**src/rtl/muldiv_sequencer.sv**
```systemverilog
// muldiv_sequencer: iterative MULT/MULTU/DIV/DIVU engine that owns HI/LO.
// Build option: MULDIV_DIV_EN compiles in the restoring divider datapath.
//
// Ports:
//   clk, reset (async, active-low)
//   startE, opE, srcaE, srcbE : muldiv op issued from EX
//   hiloreadD                 : MFHI/MFLO in decode
//   mthiE, mtloE              : MTHI/MTLO in EX (data = srcaE)
//   hi, lo                    : architectural HI/LO
//   busy, done, stallD        : sequence status and hazard stall request
//   divzero                   : sticky divide-by-zero / illegal-op flag
module muldiv_sequencer #(
    parameter int WIDTH = 32
) (
    input  logic             clk,
    input  logic             reset,
    input  logic             startE,
    input  logic [1:0]       opE,
    input  logic [WIDTH-1:0] srcaE,
    input  logic [WIDTH-1:0] srcbE,
    input  logic             hiloreadD,
    input  logic             mthiE,
    input  logic             mtloE,
    output logic [WIDTH-1:0] hi,
    output logic [WIDTH-1:0] lo,
    output logic             busy,
    output logic             done,
    output logic             stallD,
    output logic             divzero
);

    localparam int CW = $clog2(WIDTH);

    localparam logic [1:0] IDLE = 2'd0;
    localparam logic [1:0] CALC = 2'd1;
    localparam logic [1:0] FIX  = 2'd2;

    localparam logic [1:0] MODE_MUL  = 2'd0;
    localparam logic [1:0] MODE_NONE = 2'd3;
`ifdef MULDIV_DIV_EN
    localparam logic [1:0] MODE_DIV  = 2'd1;
    localparam logic [1:0] MODE_RAW  = 2'd2;
`endif

    logic [1:0]         state;
    logic [1:0]         mode;
    logic [CW-1:0]      cnt;
    logic [2*WIDTH-1:0] acc;
    logic [WIDTH-1:0]   operand;
    logic               negQ;
`ifdef MULDIV_DIV_EN
    logic               negR;
`endif

    logic               signedOp;
    logic [WIDTH-1:0]   absA;
    logic [WIDTH-1:0]   absB;
    logic [WIDTH:0]     mulSum;
    logic [2*WIDTH-1:0] mulNext;
    logic [2*WIDTH-1:0] calcNext;
    logic [2*WIDTH-1:0] mulRes;
`ifdef MULDIV_DIV_EN
    logic [WIDTH+1:0]   diff;
    logic [2*WIDTH-1:0] divNext;
    logic [WIDTH-1:0]   quotRes;
    logic [WIDTH-1:0]   remRes;
`endif

    assign stallD = busy & (hiloreadD | startE | mthiE | mtloE);

    always_comb begin
        signedOp = ~opE[0];
        absA = (signedOp & srcaE[WIDTH-1]) ? -srcaE : srcaE;
        absB = (signedOp & srcbE[WIDTH-1]) ? -srcbE : srcbE;

        // Shift-add: add multiplicand into the upper half, keep the carry
        // as the new top bit after the right shift.
        mulSum = {1'b0, acc[2*WIDTH-1:WIDTH]}
               + (acc[0] ? {1'b0, operand} : '0);
        mulNext = {mulSum, acc[WIDTH-1:1]};
        mulRes = negQ ? -acc : acc;
        calcNext = mulNext;

`ifdef MULDIV_DIV_EN
        // The shifted remainder can reach WIDTH+1 bits, so trial-subtract
        // with two guard bits; the MSB then reads as the borrow.
        diff = {1'b0, acc[2*WIDTH-1:WIDTH-1]} - {2'b00, operand};
        divNext = diff[WIDTH+1] ? {acc[2*WIDTH-2:0], 1'b0}
                                : {diff[WIDTH-1:0], acc[WIDTH-2:0], 1'b1};
        quotRes = negQ ? -acc[WIDTH-1:0] : acc[WIDTH-1:0];
        remRes = negR ? -acc[2*WIDTH-1:WIDTH] : acc[2*WIDTH-1:WIDTH];
        if (mode == MODE_DIV) begin
            calcNext = divNext;
        end
`endif
    end

    always_ff @(posedge clk or negedge reset) begin
        if (!reset) begin
            state   <= IDLE;
            mode    <= MODE_NONE;
            cnt     <= '0;
            acc     <= '0;
            operand <= '0;
            negQ    <= 1'b0;
`ifdef MULDIV_DIV_EN
            negR    <= 1'b0;
`endif
            hi      <= '0;
            lo      <= '0;
            busy    <= 1'b0;
            done    <= 1'b0;
            divzero <= 1'b0;
        end else begin
            done <= 1'b0;
            case (state)
                IDLE: begin
                    if (mthiE) hi <= srcaE;
                    if (mtloE) lo <= srcaE;
                    if (startE) begin
                        busy <= 1'b1;
                        cnt  <= '0;
                        if (opE[1]) begin
`ifdef MULDIV_DIV_EN
                            if (srcbE == '0) begin
                                // Skip iteration; FIX copies acc verbatim.
                                acc     <= {srcaE, {WIDTH{1'b1}}};
                                mode    <= MODE_RAW;
                                divzero <= 1'b1;
                                state   <= FIX;
                            end else begin
                                acc     <= {{WIDTH{1'b0}}, absA};
                                operand <= absB;
                                negQ    <= signedOp & (srcaE[WIDTH-1] ^ srcbE[WIDTH-1]);
                                negR    <= signedOp & srcaE[WIDTH-1];
                                mode    <= MODE_DIV;
                                state   <= CALC;
                            end
`else
                            // No divider: flag the op, leave HI/LO alone.
                            mode    <= MODE_NONE;
                            divzero <= 1'b1;
                            state   <= FIX;
`endif
                        end else begin
                            acc     <= {{WIDTH{1'b0}}, absB};
                            operand <= absA;
                            negQ    <= signedOp & (srcaE[WIDTH-1] ^ srcbE[WIDTH-1]);
                            mode    <= MODE_MUL;
                            state   <= CALC;
                        end
                    end
                end
                CALC: begin
                    acc <= calcNext;
                    cnt <= cnt + 1'b1;
                    if (cnt == CW'(WIDTH - 1)) state <= FIX;
                end
                FIX: begin
                    case (mode)
                        MODE_MUL: begin
                            hi <= mulRes[2*WIDTH-1:WIDTH];
                            lo <= mulRes[WIDTH-1:0];
                        end
`ifdef MULDIV_DIV_EN
                        MODE_DIV: begin
                            hi <= remRes;
                            lo <= quotRes;
                        end
                        MODE_RAW: begin
                            hi <= acc[2*WIDTH-1:WIDTH];
                            lo <= acc[WIDTH-1:0];
                        end
`endif
                        default: ;
                    endcase
                    done  <= 1'b1;
                    busy  <= 1'b0;
                    state <= IDLE;
                end
                default: begin
                    state <= IDLE;
                    busy  <= 1'b0;
                end
            endcase
        end
    end

endmodule

```
**config.mk**
```make
export PLATFORM = sky130hd
export DESIGN_NAME = muldiv_sequencer
export DESIGN_NICKNAME = d
export VERILOG_FILES = /design/src/rtl/muldiv_sequencer.sv
export SDC_FILE = /design/constraint.sdc
export NUM_CORES = 1
export LEC_CHECK = 0
export ABC_AREA = 1
export CORE_ASPECT_RATIO = 1.5
export CORE_MARGIN = 4
export CORE_UTILIZATION = 41
export CTS_BUF_LIST = sky130_fd_sc_hd__clkbuf_2
export DETAILED_ROUTE_END_ITERATION = 6
export GPL_TIMING_DRIVEN = 1
export HOLD_SLACK_MARGIN = 0.08
export PLACE_DENSITY_LB_ADDON = 0.15
export SYNTH_ARGS = -nofsm -noshare
export SYNTH_HDL_FRONTEND = slang
export SYNTH_SLANG_ARGS = --single-unit
```
**constraint.sdc**
```tcl
create_clock -name clk -period 4.5 [get_ports clk]
set_clock_uncertainty 0.1 [all_clocks]
set_input_delay 0.9 -clock clk [delete_from_list [all_inputs] [get_ports clk]]
set_output_delay 0.9 -clock clk [all_outputs]
set_load 0.03 [all_outputs]
```
==> metrics.yaml <==
run_status:
  outcome: "finished, final reports clean"
setup_path:
  critPathRequiredTime_ns: 3.50
  setup.worst_path.class: "in2out"
  reg2reg_from: "acc[0]"
  cp-startpoint: "mthiE"
  crit_path_start_kind: "input port"
  worst_ep_arrival_time_ns: 2.29
  crit_fanout: 2
  r2r-end: "acc[44]"
  end_kind: "output pin"
  r2r_cells: 13
  reg2reg_slack_ns: 1.35
drt:
  route.detailed.drc: 0
  wirelength_um: 56700
  dr.pass1.iters: 7
  ant_nets: 0
  viasPerCell: 5.46
  drtIter0Drc: 1201
  vias: 14824
  wire_per_inst_um: 20.9
clock_network:
  cts.repair.resized: 0
  root_buffer: "clkbuf_2"
  cts-htree-levels: 4
  clkTransAtPathRegs_ns: 0.37
  cts.sinks: 172
  cts_buffers: 17
  clock_latency_ns: 0.93
  clockBufferDepth: 2
  cts_tree: "done"
synth:
  synthDistinctLibCells: 45
  synth_nets: 2290
  seq_area_frac_synth: 0.318
  syn_inst: 2180
  syn_area_per_cell_um2: 6.21
  ys_warn_count: 0
  ys_seq_elements: 172
  syn_area_um2: 13500
global_routing:
  grtUsageTotal: 0.312
  overflow: 0
  grt_pass1_wl_um: 84400
  grt_max_degree: 89
  antenna_found_initial: 1
  grt_pass1_vias: 14193
floorplanning:
  die_y_um: 231
  dieArea_um2: 36000
  ios: 140
  start_util: 0.415
  die_w_um: 156
  core_region_area_um2: 32600
  row_count: 81
power_and_ir_drop:
  p_leak_nw: 7.42
  powerDensity_nw_per_um2: 670
  max-vdd-ir-drop_uv: 476
  p_total_mw: 10.4
timing:
  finalCritPeriodShare: 0.731
  setup_tns_ns: 0
  hold_viol_final: 0
  maxSlewViolCount: 0
  relSlewSlack: 0.441
  setup_viol: 0
  worstMarginPinSlew_ns: 0.839
  fmax_mhz: 304
  period_minus_slack_ns: 3.29
  rsz0062_at_grt: "no"
finish:
  nFillCells: 3556
  nets: 2394
  area_delta_synth_final_pct: 15.1
  layout_common_cells: "nand2_1, nor2_1, inv_1"
  fin_util: 0.477
  layout_commonest_cell: "nand2_1"
  drive_above_1_share: 0.0448
place:
  hpwlAfterDp_um: 45300
  routabilityCongestion: 0.994
  port_buffers: 139
hold_path:
  min-delay-path-class: "in2async"
job:
  max_cap_violations: 0
-- layout make-up --
| class | instances | area [µm²] | share of cell area |
|---|---|---|---|
| Antenna cell | 1 | 2.50 | 0.000161 |
| Clock buffer | 17 | 85.1 | 0.00546 |
| Clock inverter | 15 | 209 | 0.0134 |
| Inverter | 261 | 980 | 0.0629 |
| Multi-Input combinational cell | 1677 | 7920 | 0.509 |
| Sequential cell | 172 | 4310 | 0.276 |
| Tap cell | 415 | 519 | 0.0333 |
| Timing Repair Buffer | 155 | 1550 | 0.0997 |
-- metal layers --
metal / global-route usage / routed length, µm / share of wire
met3: 0.0304 / 2080 / 0.037
met1: 0.334 / 20100 / 0.36
met4: 0.225 / 4730 / 0.084
met5: 0 / 0 / 0
met2: 0.561 / 29700 / 0.52
-- sequential cells by signal, indices dropped and copies added (netlist names) --
name / cells
state: 2
hi: 32
mode: 1
negQ: 1
acc: 64
cnt: 5
operand: 32
busy: 1
done: 1
lo: 32
divzero: 1
-- through the flow --
step	std cells	area (µm²)	setup slack, ns	hold slack (ns)
2_1_floorplan	2180	13500	1.99	0.348
3_3_place_gp	2679	15300	1.18	0.349
3_5_place_dp	2679	15300	1.21	0.355
4_1_cts	2712	15600	1.20	0.396
5_1_grt	2713	15600	1.05	0.407
6_report	2713	15600	1.21	0.377
-- worst max-delay path, stage by stage --
cell	delay (ns)
clkdlybuf4s50_1	0.44
nor4_1	0.29
nor2_1	0.06
clkdlybuf4s50_1	0.60
-- logic make-up (layout without fill, tap and decap cells) --
logic type,Yosys count,count (layout),synth area share
compound gates,369,369,0.148
xor+xnor,27,27,0.0175
fa+ha+maj,38,38,0.0357
buf+inv,331,448,0.0973
flops,172,172,0.318
other cells,0,1,0
simple gates,1243,1243,0.384
-- power breakdown --
group / leakage, nW / total, mW / internal, mW / switching [mW]
Sequential: 2.06 / 3.02 / 2.26 / 0.765
Clock: 0.164 / 0.967 / 0.214 / 0.753
Combinational: 5.20 / 6.45 / 2.07 / 4.38
-- Yosys cell counts --
cell type  count  share of area
nor3_4         1         0.0012
buf_6          4         0.0033
a21oi_1      155          0.057
nand4_1       26          0.012
a21o_1         1        0.00055
nand2_1      571           0.16
nand3b_1       7         0.0039
o21ai_0      149          0.055
nor3_1        11         0.0041
o21ai_2        2         0.0013
a21oi_2        1        0.00065
a22oi_1        7         0.0039
dfstp_2        1         0.0019
or2_0          1        0.00046
o21ai_1       13         0.0048
a22o_1         2         0.0013
o22ai_1        2        0.00092
nand3_2        3         0.0022
buf_1         11         0.0031
a21boi_0       2         0.0011
nand3_1      220          0.081
nor2_8         1         0.0015
o21bai_1       1        0.00055
o221ai_1       1        0.00065
xor2_1        25          0.016
inv_1        251          0.070
nor4_1         1        0.00046
nor2_2         8         0.0037
buf_2         24         0.0089
or2_2          5         0.0023
inv_2         10         0.0028
nor2_4         6         0.0050
nand2_2        8         0.0037
o31ai_1        3         0.0017
buf_4          4         0.0022
o211ai_1       5         0.0028
fa_1           1         0.0015
o22ai_2        6         0.0055
a31oi_1       18         0.0083
a21oi_4        1         0.0012
ha_1          37          0.034
xnor2_1        2         0.0013
dfrtp_1      171           0.32
nor2_1       374           0.10
clkbuf_1      27         0.0075
-- timing repair --
| action | CTS | global route |
|---|---|---|
| setup buffers | 0 | 0 |
| endpoints found under the hold margin | 78 | 0 |
| hold buffers | 1 | 0 |
-- how the worst max path moves through the flow --
stage / endpoint / slack (ns) / cells after the start
6_report: stallD / 1.21 / 4
5_1_grt: acc[61] / 1.05 / 17
4_1_cts: stallD / 1.20 / 4
3_5_place_dp: stallD / 1.21 / 4
3_3_place_gp: stallD / 1.18 / 4
2_1_floorplan: acc[61] / 1.99 / 19
(Power assumes the default switching activity.)
